`src/rtl/aes_round_sequencer.sv`:
```
// Iterative AES-128 round controller: owns the state register and round
// counter, and steps an external combinational round datapath once per cycle.
module aes_round_sequencer #(
  parameter int NB   = 4,
  parameter int WORD = 8,
  parameter int NR   = 10
) (
  input  logic                     i_clk,
  input  logic                     i_rst_n,
  input  logic                     i_clear,
  input  logic                     i_valid,
  output logic                     o_ready,
  input  logic [NB*NB*WORD-1:0]    i_block,
  output logic                     o_valid,
  input  logic                     i_ready,
  output logic [NB*NB*WORD-1:0]    o_block,
  output logic [3:0]               o_key_idx,
  input  logic [NB*NB*WORD-1:0]    i_round_key,
  output logic [NB*NB*WORD-1:0]    o_dp_state,
  output logic [NB*NB*WORD-1:0]    o_dp_key,
  output logic                     o_dp_final,
  input  logic [NB*NB*WORD-1:0]    i_dp_result,
  output logic                     o_busy,
  output logic [3:0]               o_round
);

  localparam int W = NB * NB * WORD;
  localparam logic [3:0] NR_L = 4'(NR);

  typedef enum logic [1:0] {
    IDLE,
    ROUND,
    DONE
  } st_e;

  st_e          st_q, st_d;
  logic [W-1:0] sreg_q, sreg_d;
  logic [3:0]   rnd_q, rnd_d;

  always_comb begin
    st_d       = st_q;
    sreg_d     = sreg_q;
    rnd_d      = rnd_q;
    o_ready    = 1'b0;
    o_valid    = 1'b0;
    o_block    = '0;
    o_key_idx  = '0;
    o_dp_final = 1'b0;
    unique case (st_q)
      IDLE: begin
        o_ready = 1'b1;
        if (i_valid) begin
          sreg_d = i_block ^ i_round_key;
          rnd_d  = 4'd1;
          st_d   = ROUND;
        end
      end
      ROUND: begin
        o_key_idx  = rnd_q;
        o_dp_final = (rnd_q == NR_L);
        sreg_d     = i_dp_result;
        if (rnd_q == NR_L) st_d = DONE;
        else rnd_d = rnd_q + 4'd1;
      end
      DONE: begin
        o_valid = 1'b1;
        o_block = sreg_q;
        if (i_ready) begin
          st_d  = IDLE;
          rnd_d = '0;
        end
      end
      default: begin
        st_d  = IDLE;
        rnd_d = '0;
      end
    endcase
    // abort outranks every transition, including an accept this cycle
    if (i_clear) begin
      st_d   = IDLE;
      rnd_d  = '0;
      sreg_d = '0;
    end
  end

  always_ff @(posedge i_clk or negedge i_rst_n) begin
    if (!i_rst_n) begin
      st_q   <= IDLE;
      sreg_q <= '0;
      rnd_q  <= '0;
    end else begin
      st_q   <= st_d;
      sreg_q <= sreg_d;
      rnd_q  <= rnd_d;
    end
  end

  assign o_busy     = (st_q != IDLE);
  assign o_round    = rnd_q;
  assign o_dp_state = sreg_q;
  assign o_dp_key   = i_round_key;

endmodule

```
`config.mk`:
```
export PLATFORM = sky130hd
export DESIGN_NAME = aes_round_sequencer
export DESIGN_NICKNAME = d
export VERILOG_FILES = /design/src/rtl/aes_round_sequencer.sv
export SDC_FILE = /design/constraint.sdc
export NUM_CORES = 1
export LEC_CHECK = 0
export CAP_MARGIN = 40
export CORE_AREA = 2 2 304 306
export CTS_BUF_LIST = sky130_fd_sc_hd__clkbuf_8 sky130_fd_sc_hd__clkbuf_16
export DETAILED_ROUTE_END_ITERATION = 10
export DIE_AREA = 0 0 306 308
export HOLD_SLACK_MARGIN = 0.03
export SYNTH_ARGS = -nofsm -noshare
export SYNTH_HDL_FRONTEND = slang
export SYNTH_SLANG_ARGS = --single-unit
export TNS_END_PERCENT = 20
```
`constraint.sdc`:
```
create_clock -name i_clk -period 1.6 [get_ports i_clk]
set_input_delay 0.48 -clock i_clk [delete_from_list [all_inputs] [get_ports i_clk]]
set_output_delay 0.48 -clock i_clk [all_outputs]
set_load 0.01 [all_outputs]
```
==> results <==
-- repair_timing --
action                                  in CTS  in global routing
endpoints found under the setup margin     500                528
endpoints found under the hold margin       19                  0
pin swaps                                    9                  1
cloned                                       4                  3
setup buffers                               17                 18
gates resized for setup                    287                171
hold buffers                                 1                  0
-- layer usage --
| layer | vias to the layer above | track usage | part of all wire |
|---|---|---|---|
| met5 | - | 0 | 0.00020 |
| met4 | 2 | 0.0192 | 0.0060 |
| met3 | 18 | 0.0396 | 0.072 |
| met2 | 450 | 0.206 | 0.48 |
| met1 | 4743 | 0.157 | 0.44 |
| li1 | 4698 | - | - |
-- area by class of cell --
cell class / instances / area share
inverters: 3 / 0.000546
clock buffers: 17 / 0.0206
multi-input cells: 549 / 0.233
well taps: 1186 / 0.0720
clock inverters: 15 / 0.00746
diodes: 4 / 0.000485
repair buffers: 1050 / 0.504
flip-flops and latches: 134 / 0.163
-- power breakdown --
group | leakage [uW] | internal (uW) | switching [uW]
logic | 0.00738 | 2690 | 1930
registers | 0.00176 | 3700 | 312
clock network | 0.000282 | 2300 | 1860
-- stage by stage --
stage | util | power, uW | std cells | hold slack (ps)
2_1_floorplan | - | 5430 | 872 | 184
4_1_cts | 0.225 | 13100 | 2934 | 474
6_report | 0.227 | 12800 | 2958 | 510
3_3_place_gp | 0.215 | 8750 | 2881 | 464
3_5_place_dp | 0.215 | 8750 | 2881 | 471
5_1_grt | 0.227 | 13500 | 2955 | 503
-- registers in the layout, indices dropped and copies added (netlist names) --
register	cells
o_dp_state	128
o_round	4
st_q	2
-- final timing paths --
kind / from / cells past startpoint / slack (ps) / end
worst max-delay path: st_q[1] / 9 / -910 / o_block[0]
worst min register to register: o_dp_state[21] / 1 / 510 / o_dp_state[21]
worst max register to register: st_q[0] / 9 / -420 / o_dp_state[27]
max in group asynchronous: i_rst_n / 3 / 540 / o_dp_state[19]
min in group asynchronous: i_rst_n / 2 / 530 / o_dp_state[52]
worst min-delay path: o_dp_state[21] / 1 / 510 / o_dp_state[21]
-- worst max-delay path: stages (launching register included) --
cell and delay (ps):
dfrtp_1 370, nor2b_4 130, buf_12 160, buf_6 120, buf_8 120, buf_16 130
buf_12 120, buf_16 120, and2_1 140, buf_2 140
-- cells by family (layout without fill, tap and decap cells) --
| logic type | after synthesis | in the layout |
|---|---|---|
| compound gates | 136 | 136 |
| xor+xnor | 130 | 130 |
| fa+ha+maj | 2 | 2 |
| buf+inv | 189 | 1085 |
| flops | 134 | 134 |
| mux | 128 | 128 |
| other cells | 0 | 4 |
| simple gates | 153 | 153 |
-- Yosys cell counts, drive strengths merged (2+ instances only) --
cell type    n  area [sq um]
nand2b       3          18.8
inv          3          11.3
buf        161          1210
nor2         4          15.0
xor2       128          1120
nand2        2          7.51
and2       131           820
xnor2        2          17.5
clkbuf      25          97.6
dfrtp      134          3350
a21oi        2          10.0
o2bb2ai    128          1250
ha           2          25.0
and3b        2          17.5
mux2i      128          1280
nor2b        4          25.0
==> impl_results.md <==
- Area Growth Syn to Fin: 120%
- WP data required: 1120 ps
- Synth Flop Type: dfrtp_1
- Startpoint Class: flip-flop
- Most common cell after layout, fill and taps aside: clkdlybuf4s50_1
- Die area: 94200 sq um
- Total gr overflow: 0
- Synth Area in Compound Gates: 0.140
- RSZ-0062 raised after global routing: yes
- Syn Nets: 1263
- Worst setup margin: -913 ps
- Multi-input logic area: 4800 sq um
- Core area: 91000 sq um
- Ys async rst share: 1.00
- Starting Density: 0.103
- Placed cell area: 19600 sq um
- Sink Count: 134
- Hold Crit Class: reg -> reg
- Max frequency: 0.398 GHz
- Avg WL per Cell: 20.8 um
- Endpoint kind of the worst setup timing path: output pin
- CTS Buf Count: 17
- Cell count after synthesis: 872
- H-tree Lvls: 4
- Most frequent cells in the layout: 598 x clkdlybuf4s50_1, 251 x buf_4, 134 x dfrtp_1, 128 x xor2_1, 128 x mux2i_1
- Die Span X: 306 um
- Power density cells: 620 nW/um^2
- Synth Warn #: 0
- Status: complete, but fails checks
- Clk slew on worst S/H paths: 70 ps
- CTS tree: built
- First-pass GRT wire length: 80700 um
- WS Path Type: reg -> out
- Worst-Skew Late Latency: 480 ps
- Root buffer cell: clkbuf_16
- Routed WL: 61400 um
- Dpl hpwl: 50200 um
- Synthesized cell area: 9380 sq um
- XOR/XNOR share of the synthesized area: 0.121
- Post-Synth Simple-Gate Area: 0.102
- Failing checks: negative setup slack
- Max Cap Viol: 0
- Vias per cell: 3.35
- Largest net degree at the start of global routing: 63
- Fill cell count: 9908
- Seq/Total Area, Yosys: 0.358
- Largest family of logic cells by synthesized area: buffers and inverters
- Slew Limit Fails: 0
- Drt drc: 0
- Site Rows: 111
- Number of global-route vias before repair: 10400
- Final period utilization: 1.57
- GRT Util Overall: 0.123
- Peak VDD IR: 0.836 mV
- Setup violators final: 523
- Via count: 9911
- Setup Skew: 13.4 ps
- Initial antenna violation count: 5
- Port Buf Inserts: 784
- Synth Area in Adders: 0.00267
- Synth Register Bits: 134
- Leak: 0.00943 uW
- Design area: 20600 sq um
- Share of layout cells above drive strength 1: 0.291
- Worst slew pin tran: 435 ps
- Post-DRT Antenna Nets: 0
- Max_slew headroom: 0.710
- Netlist cell types: 34
- Synth Area per Inst: 10.8 sq um
- CTS Buffer Depth: 2
- Nets: 2146
- Post-synth EDFFs: 0
- Detailed Routing Iterations Pass 1: 4
- # IOs: 785
- Fin Setup TNS: -214620 ps
- Initial DRC count: 298
- Pre-CTS setup slack: -663 ps
- Area occupied by registers: 3350 sq um
- Critical Path Fanout Max: 8
- Mux contribution to synthesized area: 0.137
- Die height: 308 um
- Worst Path Arrival: 2030 ps
- Final Hold Fails: 0
- Fin crit period: 2510 ps
- GPL Wtd Cong: 0.830
Power figures use the tool's default switching activity.
